### src/rtl/pv_pkg.sv
// Shared types and sizing helpers for the packet validator.
// Frame layout: sync, address, N payload bytes, XOR checksum.
package pv_pkg;

  typedef enum logic [2:0] {
    S_IDLE,
    S_ADDR,
    S_PAYLOAD,
    S_CSUM,
    S_SKIP,
    S_CHECK
  } pv_state_t;

  function automatic int frame_len(input int n_ports);
    return n_ports + 3;
  endfunction

  // Bits needed for a counter that must hold values 0..max_val.
  function automatic int cnt_w(input int max_val);
    return (max_val < 1) ? 1 : $clog2(max_val + 1);
  endfunction

endpackage

### src/rtl/pulse_stretch.sv
// Retriggerable one-shot: output goes high on the edge that samples trig_i
// and stays high for exactly HOLD cycles after the most recent trigger.
module pulse_stretch
  import pv_pkg::*;
#(
  parameter int HOLD = 50_000_000
) (
  input  logic clk_i,
  input  logic rst_ni,
  input  logic trig_i,
  output logic pulse_o
);

  localparam int CW = cnt_w(HOLD);

  logic [CW-1:0] cnt_q, cnt_d;
  logic          out_q, out_d;

  always_comb begin
    cnt_d = cnt_q;
    out_d = 1'b0;
    if (trig_i) begin
      cnt_d = CW'(HOLD - 1);
      out_d = 1'b1;
    end else if (cnt_q != '0) begin
      cnt_d = cnt_q - CW'(1);
      out_d = 1'b1;
    end
  end

  always_ff @(posedge clk_i or negedge rst_ni) begin
    if (!rst_ni) begin
      cnt_q <= '0;
      out_q <= 1'b0;
    end else begin
      cnt_q <= cnt_d;
      out_q <= out_d;
    end
  end

  assign pulse_o = out_q;

endmodule

### src/rtl/packet_validator.sv
// Strobed byte receiver that assembles addressed frames, validates the XOR
// checksum and updates all output ports atomically on a good frame.
module packet_validator
  import pv_pkg::*;
#(
  parameter int                DATA_W      = 8,
  parameter int                N_PORTS     = 2,
  parameter logic [DATA_W-1:0] SYNC_BYTE   = 8'hA5,
  parameter logic [DATA_W-1:0] DEV_ADDR    = 8'h01,
  parameter int                TIMEOUT_CYC = 1000,
  parameter int                LED_HOLD    = 50_000_000
) (
  input  logic                        CLK,
  input  logic                        RST_N,
  input  logic [DATA_W-1:0]           BYTE_IN,
  input  logic                        BYTE_STB,
  output logic [N_PORTS*DATA_W-1:0]   PORT_OUT,
  output logic                        PORT_UPD,
  output logic                        LED_OK,
  output logic                        LED_ERR,
  output logic                        LED_TMO
);

  localparam int FRAME_LEN = frame_len(N_PORTS);
  // A foreign frame still carries payload + checksum after its address byte.
  localparam int SKIP_LAST = FRAME_LEN - 3;
  localparam int IDX_W     = cnt_w(FRAME_LEN);
  localparam int GAP_W     = cnt_w(TIMEOUT_CYC);

  pv_state_t                    state_q, state_d;
  logic                         stb_q;
  logic                         byte_ev;
  logic [IDX_W-1:0]             idx_q, idx_d;
  logic [DATA_W-1:0]            xor_q, xor_d;
  logic [DATA_W-1:0]            csum_q, csum_d;
  logic [GAP_W-1:0]             gap_q, gap_d;
  logic [N_PORTS*DATA_W-1:0]    port_q, port_d;
  logic                         upd_q, upd_d;
  logic                         err_q, err_d;
  logic                         tmo_q, tmo_d;
  logic                         ok_trig;
  logic                         buf_wr;
  logic [DATA_W-1:0]            buf_q [N_PORTS];
  logic [DATA_W-1:0]            buf_d [N_PORTS];
  logic [N_PORTS*DATA_W-1:0]    buf_flat;
  logic                         frame_active;

  assign byte_ev = BYTE_STB & ~stb_q;

  always_ff @(posedge CLK or negedge RST_N) begin
    if (!RST_N) stb_q <= 1'b0;
    else        stb_q <= BYTE_STB;
  end

  // Payload buffer: one write-enabled slot per port byte.
  genvar gi;
  generate
    for (gi = 0; gi < N_PORTS; gi++) begin : g_buf
      assign buf_d[gi] = (buf_wr && idx_q == IDX_W'(gi)) ? BYTE_IN : buf_q[gi];
      assign buf_flat[gi*DATA_W +: DATA_W] = buf_q[gi];
    end
  endgenerate

  always_ff @(posedge CLK or negedge RST_N) begin
    if (!RST_N) begin
      for (int i = 0; i < N_PORTS; i++) buf_q[i] <= '0;
    end else begin
      for (int i = 0; i < N_PORTS; i++) buf_q[i] <= buf_d[i];
    end
  end

  assign frame_active = (state_q == S_ADDR) || (state_q == S_PAYLOAD) ||
                        (state_q == S_CSUM) || (state_q == S_SKIP);

  always_comb begin
    state_d = state_q;
    idx_d   = idx_q;
    xor_d   = xor_q;
    csum_d  = csum_q;
    gap_d   = '0;
    port_d  = port_q;
    upd_d   = 1'b0;
    err_d   = err_q;
    tmo_d   = tmo_q;
    ok_trig = 1'b0;
    buf_wr  = 1'b0;

    unique case (state_q)
      S_IDLE: begin
        if (byte_ev && BYTE_IN == SYNC_BYTE) state_d = S_ADDR;
      end
      S_ADDR: begin
        if (byte_ev) begin
          idx_d   = '0;
          xor_d   = '0;
          state_d = (BYTE_IN == DEV_ADDR) ? S_PAYLOAD : S_SKIP;
        end
      end
      S_PAYLOAD: begin
        if (byte_ev) begin
          buf_wr = 1'b1;
          xor_d  = xor_q ^ BYTE_IN;
          if (idx_q == IDX_W'(N_PORTS - 1)) state_d = S_CSUM;
          else                              idx_d   = idx_q + IDX_W'(1);
        end
      end
      S_CSUM: begin
        if (byte_ev) begin
          csum_d  = BYTE_IN;
          state_d = S_CHECK;
        end
      end
      S_SKIP: begin
        if (byte_ev) begin
          if (idx_q == IDX_W'(SKIP_LAST)) state_d = S_IDLE;
          else                            idx_d   = idx_q + IDX_W'(1);
        end
      end
      S_CHECK: begin
        state_d = S_IDLE;
        if (xor_q == csum_q) begin
          port_d  = buf_flat;
          upd_d   = 1'b1;
          err_d   = 1'b0;
          tmo_d   = 1'b0;
          ok_trig = 1'b1;
        end else begin
          err_d = 1'b1;
        end
      end
      default: state_d = S_IDLE;
    endcase

    // A strobe landing on the expiry cycle keeps the frame alive.
    if (frame_active && !byte_ev) begin
      if (gap_q == GAP_W'(TIMEOUT_CYC - 1)) begin
        state_d = S_IDLE;
        tmo_d   = 1'b1;
      end else begin
        gap_d = gap_q + GAP_W'(1);
      end
    end
  end

  always_ff @(posedge CLK or negedge RST_N) begin
    if (!RST_N) begin
      state_q <= S_IDLE;
      idx_q   <= '0;
      xor_q   <= '0;
      csum_q  <= '0;
      gap_q   <= '0;
      port_q  <= '0;
      upd_q   <= 1'b0;
      err_q   <= 1'b0;
      tmo_q   <= 1'b0;
    end else begin
      state_q <= state_d;
      idx_q   <= idx_d;
      xor_q   <= xor_d;
      csum_q  <= csum_d;
      gap_q   <= gap_d;
      port_q  <= port_d;
      upd_q   <= upd_d;
      err_q   <= err_d;
      tmo_q   <= tmo_d;
    end
  end

  pulse_stretch #(
    .HOLD (LED_HOLD)
  ) u_led_ok (
    .clk_i   (CLK),
    .rst_ni  (RST_N),
    .trig_i  (ok_trig),
    .pulse_o (LED_OK)
  );

  assign PORT_OUT = port_q;
  assign PORT_UPD = upd_q;
  assign LED_ERR  = err_q;
  assign LED_TMO  = tmo_q;

endmodule

### config.mk
export PLATFORM = sky130hd
export DESIGN_NAME = packet_validator
export DESIGN_NICKNAME = d
export VERILOG_FILES = /design/src/rtl/pv_pkg.sv /design/src/rtl/pulse_stretch.sv /design/src/rtl/packet_validator.sv
export SDC_FILE = /design/constraint.sdc
export NUM_CORES = 1
export LEC_CHECK = 0
export CAP_MARGIN = 30
export CORE_MARGIN = 3
export CORE_UTILIZATION = 25
export CTS_CLUSTER_DIAMETER = 120
export CTS_CLUSTER_SIZE = 10
export DETAILED_ROUTE_END_ITERATION = 10
export PLACE_DENSITY_LB_ADDON = 0.05
export SETUP_SLACK_MARGIN = 0.02
export SLEW_MARGIN = 20
export SYNTH_ARGS = -nofsm -noshare
export SYNTH_HDL_FRONTEND = slang
export SYNTH_SLANG_ARGS = --single-unit
export TNS_END_PERCENT = 1
### constraint.sdc
create_clock -name CLK -period 2.3 [get_ports CLK]
set_clock_uncertainty 0.05 [all_clocks]
set_input_delay 0.345 -clock CLK [delete_from_list [all_inputs] [get_ports CLK]]
set_output_delay 0.345 -clock CLK [all_outputs]
set_load 0.01 [all_outputs]
==> insert_results.sql, run 1 <==
INSERT INTO impl_metrics (metric_group, metric, value, unit) VALUES
('global_route', 'global_route_wire_length_before_repair', '19110', 'um'),
('clocking', 'cts_root_buffer', 'clkbuf_16', ''),
('setup_path', 'setup_crit_path_kind', 'reg2reg', ''),
('floorplan', 'horizontal_die_dimension', '142.5', 'um'),
('sta', 'setup-tns-final', '0', 'ns'),
('worst_hold_path', 'worst_hold_path_type', 'reg2reg', ''),
('yosys', 'register_bit_count_reported_by_yosys', '95', ''),
('setup_path', 'timing.critical_path.arrival', '2.39', 'ns'),
('yosys', 'seq_area_frac_synth', '51.01', '%'),
('clocking', 'clkSlewWorstSetupHoldPaths', '0.07', 'ns'),
('yosys', 'postSynthAreaPerCell', '10.81', 'um^2'),
('drt', 'count_of_nets_left_with_antenna_violations_after_detail_routing', '0', ''),
('drt', 'route.detailed.wl_per_inst', '15.68', 'um'),
('layout', 'antenna-diode-count', '0', ''),
('sta', 'report.final.setup_viol', '0', ''),
('global_route', 'largest_net_degree_at_the_start_of_global_routing', '43', ''),
('worst_hold_path', 'hold_path_depth', '1', ''),
('yosys', 'synthesis.nets', '448', ''),
('layout', 'fillers', '1871', ''),
('floorplan', 'core_region_area', '18150', 'um^2'),
('yosys', 'post_synth_num_cell_types', '54', ''),
('drt', 'remaining_drc_errors', '0', ''),
('clocking', 'tritoncts.num_buffers', '9', ''),
('drt', 'vias_per_cell', '4.604', ''),
('power_and_ir_drop', 'power_density', '799.6', 'nW/um^2'),
('global_route', 'global_route.overflow_total', '0', ''),
('setup_path', 'startpoint_type', 'register', ''),
('clocking', 'cts_resized', '0', ''),
('floorplan', 'ioPinCount', '31', ''),
('sta', 'whs', '0.4078', 'ns'),
('yosys', 'yosys.area.top_type', 'dfrtp_1', ''),
('outcome', 'status', 'finished, final reports clean', ''),
('global_route', 'antenna_violations_before_repair', '0', ''),
('place', 'placement.io_buffers', '30', ''),
('setup_path', 'worstPathMaxFanout', '7', ''),
('setup_path', 'critical_path_depth_in_cells', '6', ''),
('yosys', 'yosys-top-cells-area', 'dfrtp_1 (51%), mux2_2 (12%), xor2_1 (4.7%), nand2_1 (3.5%), nor2_1 (3.1%)', ''),
('yosys', 'synth-async-reset-ratio', '100.0', '%'),
('place', 'place_congestion', '0.7476', ''),
('drt', 'route.vias.total', '3329', ''),
('yosys', 'synthMostInstantiatedCell', 'dfrtp_1', ''),
('sta', 'worstMarginPinSlew', '0.6156', 'ns'),
('clocking', 'tritoncts_sinks', '95', ''),
('floorplan', 'die_area', '20320', 'um^2'),
('setup_path', 'cp_top_family', 'simple AND/OR/NAND/NOR gates', ''),
('sta', 'slew_violations', '0', ''),
('floorplan', 'start_util', '25.68', '%'),
('floorplan', 'core.rowCount', '49', ''),
('drt', 'first_pass_iters', '4', ''),
('setup_path', 'timing.critical_path.slowest_stage_cell', 'or4b_1', ''),
('yosys', 'synth_commonest_cells', 'dfrtp_1 (95), mux2_2 (48), nand2_1 (43), nor2_1 (38), xor2_1 (25)', ''),
('power_and_ir_drop', 'leakage', '2.613', 'nW'),
('setup_path', 'buffer_and_inverter_count_on_the_worst_path', '1', ''),
('flow_run', 'max_cap_viol_count', '0', ''),
('place', 'placed_cells_incl_taps', '706', ''),
('global_route', 'grt_pass1_vias', '3585', ''),
('clocking', 'clock_tree.htree_level_count', '3', ''),
('sta', 'layout_worst_path_cycle_share', '93.56', '%'),
('yosys', 'ys.flop_type', 'dfrtp_1', ''),
('setup_path', 'cp-end-kind', 'register', ''),
('drt', 'routed_wl', '11340', 'um'),
('clocking', 'clock_latency_on_the_worst_skew_pair', '0.35', 'ns'),
('place', 'dpl.hpwl', '7987', 'um'),
('sta', 'min_period', '2.152', 'ns'),
('power_and_ir_drop', 'max-vdd-ir-drop', '353.7', 'uV'),
('drt', 'drt_iter0_drc', '106', ''),
('layout', 'post-route-util', '31.88', '%'),
('layout', 'final_nets', '507', ''),
('sta', 'achievable-frequency', '464.7', 'MHz'),
('yosys', 'post_synth_instance_area', '4661', 'um^2'),
('setup_path', 'required', '2.54', 'ns');
==> cells by family after synthesis <==
family                     share of synthesized area (%)
AOI/OAI and AO/OA                                  7.087
xor gates and xnor gates                           6.389
adders and majority gates                          1.611
buffers and inverters                              2.792
DFF                                                51.01
muxes                                              11.81
and+or+nand+nor                                    19.30
==> final timing paths <==
check / startpoint / to
max: u_led_ok.cnt_q[4] / u_led_ok.cnt_q[25]
min: gap_q[0] / gap_q[0]
max reg2reg: u_led_ok.cnt_q[4] / u_led_ok.cnt_q[25]
min reg2reg: gap_q[0] / gap_q[0]
max in group asynchronous: RST_N / PORT_OUT[12]
min in group asynchronous: RST_N / u_led_ok.pulse_o
==> layout by cell type (no fill, tap or decap), types with 2 or more instances in the layout <==
cell and n:
o211ai_1 6, o21bai_1 2, and3_1 5, buf_12 4, nor4_1 5, nor2_2 2, o31ai_1 2, a21o_1 2
nand2_1 43, nor2b_1 4, nor4_2 2, inv_1 17, nor3_1 10, nand4_1 6, or4_1 9, a21oi_1 5
clkbuf_16 9, nor4b_4 2, xnor2_1 9, xor2_1 25, nand3_1 13, or3_1 6, ha_1 6, nand2b_1 6
o21ai_1 3, buf_4 27, bufinv_16 2, o21ai_0 21, clkinvlp_4 2, clkdlybuf4s50_1 29, o2111ai_1 3, dfrtp_1 95
mux2_2 48, inv_6 2, nor2_1 38
==> final cells by class <==
type                            instances  area (um^2)  share of cell area, %
Multi-Input combinational cell        305         2153                  37.22
Inverter                               18        67.56                  1.168
Sequential cell                        95         2377                  41.09
Clock buffer                            9        225.2                  3.893
Timing Repair Buffer                   61        583.1                  10.08
Tap cell                              229        286.5                  4.952
Clock inverter                          6        92.59                  1.600
==> power breakdown <==
part	internal, mW	total, mW	switching [mW]
clock	0.955	1.64	0.682
combinational	0.384	0.836	0.451
sequential	1.88	2.15	0.273
total	3.22	4.63	1.41
==> layer usage <==
metal | share of wire [%] | vias up | wire length, um | GRT usage, %
met5 | 0 | - | 0 | 0
met4 | 1.6 | 0 | 183 | 4.352
met3 | 1.9 | 13 | 218 | 2.923
met2 | 50 | 26 | 5634 | 19.88
met1 | 47 | 1668 | 5299 | 15.42
li1 | - | 1622 | - | -
==> worst register-to-register path: stages (launching register included) <==
cell	delay, ns
dfrtp_1	0.44
nor4_2	0.41
and4_2	0.37
o211ai_4	0.11
buf_4	0.17
or4b_1	0.46
nand3_1	0.09
==> flip-flops by register name, indices dropped and copies added, names as in the netlist, 3 cells and up <==
name            count
u_led_ok.cnt_q     26
PORT_OUT           16
buf_flat           16
gap_q              10
csum_q              8
xor_q               8
idx_q               3
state_q             3
==> repair_timing <==
item                       CTS  global route
buffers inserted             0             1
hold buffers                 1             0
setup endpoints to repair    0             3
hold endpoints to repair    25             0
==> per-stage QoR <==
step	instance area (um^2)	setup WS, ns
final	5786	0.1480
after global routing	5786	0.01028
after CTS	5778	0.1329
after detailed placement	5450	0.04433
after global placement	5450	0.06856
after floorplan	4661	0.3606
Note: power is estimated with default switching activity, not from simulation.
==> run 2, diff against run 1 <==
GPL_TIMING_DRIVEN = 1   (was not set)
SKIP_CTS_REPAIR_TIMING = 1   (was not set)
==> run 2 against run 1 <==
  * Global-route usage barely moved
  * Sequential power about the same
  * Register-to-register slack about the same
  * Clock power barely moved
  * Via count fell by 0.30%
  * Largest cell class unchanged
  * First-iteration DRC count down 1.9%
  * Fmax barely moved
  * Utilization is the same
  * Largest power group unchanged
  * Wire length decreased by 0.16%
  * Critical path depth stayed put
==> insert_results.sql, run 2 (synthesis results as in run 1) <==
INSERT INTO impl_metrics (metric_group, metric, value, unit) VALUES
('clocking', 'clkSlewWorstSetupHoldPaths', '0.07', 'ns'),
('global_route', 'global_route_wire_length_before_repair', '19090', 'um'),
('clocking', 'cts_tree', 'done', ''),
('clocking', 'tritoncts.num_buffers', '9', ''),
('setup_path', 'startpoint_type', 'register', ''),
('sta', 'worstMarginPinSlew', '0.6156', 'ns'),
('setup_path', 'r2r_end', 'u_led_ok.cnt_q[25]', ''),
('clocking', 'clock_tree.htree_level_count', '3', ''),
('global_route', 'global_route.overflow_total', '0', ''),
('floorplan', 'horizontal_die_dimension', '142.5', 'um'),
('sta', 'achievable-frequency', '464.4', 'MHz'),
('floorplan', 'ioPinCount', '31', ''),
('flow_run', 'max_cap_viol_count', '0', ''),
('power_and_ir_drop', 'power_density', '799.7', 'nW/um^2'),
('worst_hold_path', 'hp-start', 'gap_q[0]', ''),
('floorplan', 'start_util', '25.68', '%'),
('setup_path', 'cp-end-kind', 'register', ''),
('drt', 'first_pass_iters', '4', ''),
('floorplan', 'core.rowCount', '49', ''),
('sta', 'timing.max_slew.rel_slack', '58.88', '%'),
('floorplan', 'core_region_area', '18150', 'um^2'),
('floorplan', 'die_area', '20320', 'um^2'),
('setup_path', 'required', '2.54', 'ns'),
('clocking', 'clock_latency_on_the_worst_skew_pair', '0.35', 'ns'),
('place', 'placement.io_buffers', '30', ''),
('drt', 'route.detailed.wl_per_inst', '15.65', 'um'),
('layout', 'syn_to_final_growth', '24.13', '%'),
('setup_path', 'timing.critical_path.arrival', '2.39', 'ns'),
('layout', 'most_frequent_standard_cell_in_the_layout_excluding_fill_and_tap_cells', 'dfrtp_1', ''),
('global_route', 'antenna_violations_before_repair', '0', ''),
('power_and_ir_drop', 'max-vdd-ir-drop', '353.3', 'uV'),
('layout', 'layout.cells.most_common_list', 'dfrtp_1 (95), mux2_2 (48), nand2_1 (43), nor2_1 (38), clkdlybuf4s50_1 (29)', ''),
('power_and_ir_drop', 'post-layout-total-power', '4.627', 'mW'),
('setup_path', 'r2r_setup_slack', '0.15', 'ns'),
('layout', 'final_nets', '507', ''),
('setup_path', 'source_of_the_worst_register_to_register_timing_path', 'u_led_ok.cnt_q[4]', ''),
('place', 'placed_cells_incl_taps', '706', ''),
('sta', 'hold_viol', '0', ''),
('setup_path', 'setup_crit_path_kind', 'reg2reg', ''),
('layout', 'largest-register', 'u_led_ok.cnt_q', ''),
('power_and_ir_drop', 'leakage', '2.613', 'nW'),
('global_route', 'grt_pass1_vias', '3577', ''),
('worst_hold_path', 'min_to', 'gap_q[0]', ''),
('clocking', 'cts_root_buffer', 'clkbuf_16', ''),
('floorplan', 'die_height', '142.5', 'um'),
('layout', 'fillers', '1871', ''),
('drt', 'drt_iter0_drc', '104', ''),
('layout', 'antenna-diode-count', '0', ''),
('sta', 'rsz0062_at_grt', 'yes', ''),
('clocking', 'tritoncts_sinks', '95', ''),
('layout', 'largest_register_ff_count', '26', ''),
('setup_path', 'worstPathMaxFanout', '7', ''),
('layout', 'share_of_layout_cells_above_drive_strength_1', '21.66', '%'),
('sta', 'min_period', '2.153', 'ns'),
('setup_path', 'worst-r2r-cell-count', '6', ''),
('sta', 'report.final.setup_viol', '0', ''),
('drt', 'routed_wl', '11320', 'um'),
('sta', 'slew_violations', '0', ''),
('global_route', 'largest_net_degree_at_the_start_of_global_routing', '43', ''),
('outcome', 'status', 'finished, final reports clean', ''),
('layout', 'post_route_insts_no_fill', '723', ''),
('drt', 'count_of_nets_left_with_antenna_violations_after_detail_routing', '0', ''),
('sta', 'setup-tns-final', '0', 'ns'),
('place', 'dpl.hpwl', '7987', 'um'),
('drt', 'route.vias.total', '3319', ''),
('clocking', 'cts.path.max_buffers', '2', ''),
('worst_hold_path', 'worst_hold_path_type', 'reg2reg', ''),
('drt', 'remaining_drc_errors', '0', ''),
('place', 'place_congestion', '0.7476', ''),
('sta', 'layout_worst_path_cycle_share', '93.62', '%'),
('global_route', 'grt_use_total', '12.05', '%'),
('sta', 'whs', '0.4077', 'ns'),
('drt', 'vias_per_cell', '4.591', ''),
('worst_hold_path', 'hold_path_depth', '1', '');
[run 2: cell counts in the layout (fill, tap and decap cells not counted)]
Identical to the previous run, type by type.
[run 2: where the power goes]
part / internal (mW) / total [mW] / switching (mW)
sequential: 1.88 / 2.15 / 0.272
combinational: 0.385 / 0.835 / 0.450
clock: 0.955 / 1.64 / 0.684
total: 3.22 / 4.63 / 1.41
[run 2: area by class of cell]
class | instances | area (um^2) | area share (%)
Clock buffer | 9 | 225.2 | 3.893
Timing Repair Buffer | 61 | 583.1 | 10.08
Multi-Input combinational cell | 305 | 2153 | 37.22
Tap cell | 229 | 286.5 | 4.952
Inverter | 18 | 67.56 | 1.168
Clock inverter | 6 | 92.59 | 1.600
Sequential cell | 95 | 2377 | 41.09
[run 2: critical path, stage by stage (launching register included)]
cell      delay, ns
dfrtp_1        0.44
nor4_2         0.41
and4_2         0.37
o211ai_4       0.11
buf_4          0.17
or4b_1         0.46
nand3_1        0.09
[run 2: per-stage QoR]
step | area, um^2 | setup WS (ns) | utilization (%)
floorplan | 4661 | 0.3606 | -
global placement | 5450 | 0.06856 | 30.03
detailed placement | 5450 | 0.04433 | 30.03
CTS | 5768 | 0.1329 | 31.78
global route | 5786 | 0.01028 | 31.88
finish | 5786 | 0.1468 | 31.88
[run 2: how the worst max path moves through the flow]
| stage | depth (start not counted) | to | slack (ns) | start |
|---|---|---|---|---|
| floorplan | 8 | u_led_ok.cnt_q[12] | 0.36 | u_led_ok.cnt_q[0] |
| global placement | 5 | buf_flat[14] | 0.07 | BYTE_STB |
| detailed placement | 7 | xor_q[4] | 0.04 | BYTE_STB |
| CTS | 6 | u_led_ok.cnt_q[25] | 0.13 | u_led_ok.cnt_q[4] |
| global route | 5 | u_led_ok.cnt_q[20] | 0.01 | u_led_ok.cnt_q[16] |
| finish | 6 | u_led_ok.cnt_q[25] | 0.15 | u_led_ok.cnt_q[4] |
[run 2: layer usage]
metal / vias up / share of wire (%) / global-route usage, %
li1: 1618 / - / -
met1: 1660 / 46 / 15.40
met2: 28 / 50 / 19.83
met3: 13 / 2.0 / 2.957
met4: 0 / 1.6 / 4.352
met5: - / 0 / 0
==> run 3, diff against run 2 <==
CORE_ASPECT_RATIO = 0.75   (was not set)
RECOVER_POWER = 100   (was not set)
==> run 3 against run 2 <==
  * Critical path type unchanged
  * Flip-flop and latch count unchanged
  * Final area is 0.11% lower
  * Combinational power down 2%
  * Via count up 0.54%
==> insert_results.sql, run 3 (synthesis results as in run 1) <==
INSERT INTO impl_metrics (metric_group, metric, value, unit) VALUES
('outcome', 'status', 'finished, final reports clean', ''),
('setup_path', 'setup_crit_path_kind', 'reg2reg', ''),
('floorplan', 'start_util', '25.93', '%'),
('drt', 'routed_wl', '11330', 'um'),
('setup_path', 'timing.critical_path.arrival', '2.37', 'ns'),
('power_and_ir_drop', 'leakage', '2.656', 'nW'),
('layout', 'final_nets', '510', ''),
('drt', 'first_pass_iters', '4', ''),
('global_route', 'global_route_wire_length_before_repair', '18550', 'um'),
('sta', 'rsz0062_at_grt', 'no', ''),
('clocking', 'clkSlewWorstSetupHoldPaths', '0.08', 'ns'),
('clocking', 'cts_root_buffer', 'clkbuf_16', ''),
('setup_path', 'worstPathMaxFanout', '6', ''),
('floorplan', 'horizontal_die_dimension', '163.7', 'um'),
('sta', 'achievable-frequency', '470.5', 'MHz'),
('setup_path', 'cp-end-kind', 'register', ''),
('clocking', 'tritoncts.num_buffers', '9', ''),
('layout', 'share_of_layout_cells_above_drive_strength_1', '20.88', '%'),
('place', 'placement.io_buffers', '30', ''),
('place', 'dpl.hpwl', '8081', 'um'),
('drt', 'route.vias.total', '3337', ''),
('layout', 'most_frequent_standard_cell_in_the_layout_excluding_fill_and_tap_cells', 'dfrtp_1', ''),
('layout', 'antenna-diode-count', '0', ''),
('sta', 'timing.max_slew.rel_slack', '22.65', '%'),
('floorplan', 'die_area', '20330', 'um^2'),
('global_route', 'antenna_violations_before_repair', '0', ''),
('global_route', 'largest_net_degree_at_the_start_of_global_routing', '42', ''),
('drt', 'count_of_nets_left_with_antenna_violations_after_detail_routing', '0', ''),
('layout', 'post_route_insts_no_fill', '740', ''),
('global_route', 'grt_pass1_vias', '3330', ''),
('floorplan', 'ioPinCount', '31', ''),
('setup_path', 'required', '2.54', 'ns'),
('power_and_ir_drop', 'max-vdd-ir-drop', '327.4', 'uV'),
('clocking', 'cts.path.max_buffers', '2', ''),
('place', 'placed_cells_incl_taps', '723', ''),
('drt', 'drt_iter0_drc', '163', ''),
('sta', 'worstMarginPinSlew', '1.160', 'ns'),
('layout', 'largest-register', 'u_led_ok.cnt_q', ''),
('clocking', 'clock_latency_on_the_worst_skew_pair', '0.35', 'ns'),
('floorplan', 'core_region_area', '17970', 'um^2'),
('drt', 'route.detailed.wl_per_inst', '15.31', 'um'),
('layout', 'layout.cells.most_common_list', 'dfrtp_1 (95), mux2_2 (48), nand2_1 (44), nor2_1 (39), xor2_1 (25)', ''),
('sta', 'layout_worst_path_cycle_share', '92.41', '%'),
('layout', 'largest_register_ff_count', '26', ''),
('sta', 'hold_viol', '0', ''),
('setup_path', 'startpoint_type', 'register', ''),
('global_route', 'grt_use_total', '11.76', '%'),
('worst_hold_path', 'worst_hold_path_type', 'reg2reg', ''),
('drt', 'remaining_drc_errors', '0', ''),
('clocking', 'cts_tree', 'done', ''),
('sta', 'setup-tns-final', '0', 'ns'),
('layout', 'syn_to_final_growth', '24.00', '%'),
('global_route', 'global_route.overflow_total', '0', ''),
('sta', 'report.final.setup_viol', '0', ''),
('clocking', 'tritoncts_sinks', '95', ''),
('drt', 'vias_per_cell', '4.509', ''),
('power_and_ir_drop', 'power_density', '788.4', 'nW/um^2'),
('clocking', 'clock_tree.htree_level_count', '3', ''),
('floorplan', 'core.rowCount', '42', ''),
('place', 'place_congestion', '0.7145', ''),
('flow_run', 'max_cap_viol_count', '0', ''),
('sta', 'min_period', '2.125', 'ns'),
('floorplan', 'die_height', '124.2', 'um'),
('sta', 'slew_violations', '0', '');
run 3: worst paths after layout:
path	start	end	slack, ns	cells after the start
max in group asynchronous	RST_N	PORT_UPD	0.40	3
min	gap_q[0]	gap_q[0]	0.42	1
max	u_led_ok.cnt_q[4]	u_led_ok.cnt_q[25]	0.17	6
min in group asynchronous	RST_N	PORT_OUT[9]	0.71	2
min reg2reg	gap_q[0]	gap_q[0]	0.42	1
max reg2reg	u_led_ok.cnt_q[4]	u_led_ok.cnt_q[25]	0.17	6
run 3: metal layers:
layer,up-vias,track usage [%],wire length (um)
met3,11,2.698,385
met2,44,16.49,4701
met1,1641,17.94,6097
met5,-,0,0
met4,0,3.282,144
li1,1641,-,-
run 3: worst max-delay path, stage by stage, from the launching register on:
cell and delay, ns:
dfrtp_1 0.46, nor4_4 0.38, and4_2 0.35, o211ai_4 0.11
buf_4 0.17, or4b_1 0.46, nand3_1 0.09
run 3: through the flow:
| stage | setup WS, ns | area, um^2 | total power [mW] | util (%) | hold slack [ns] |
|---|---|---|---|---|---|
| finish | 0.1746 | 5779 | 4.556 | 32.16 | 0.4154 |
| global route | 0.04667 | 5779 | 4.860 | 32.16 | 0.4535 |
| CTS | 0.09981 | 5828 | 4.640 | 32.43 | -0.02883 |
| detailed placement | 0.02199 | 5522 | 3.020 | 30.72 | 0.3572 |
| global placement | 0.04541 | 5522 | 3.011 | 30.72 | 0.3597 |
| floorplan | 0.3606 | 4661 | 2.709 | - | -0.0005911 |
run 3: report_power, final:
group / internal [mW] / total (mW) / leakage [nW] / switching, mW
Sequential: 1.88 / 2.17 / 1.24 / 0.288
Combinational: 0.382 / 0.819 / 1.28 / 0.437
Clock: 0.857 / 1.57 / 0.140 / 0.713
run 3: area by class of cell:
type	instances	area, um^2
Multi-Input combinational cell	305	2142
Clock inverter	7	81.33
Clock buffer	9	225.2
Fill cell	1878	12190
Sequential cell	95	2377
Tap cell	242	302.8
Timing Repair Buffer	64	583.1
Inverter	18	67.56
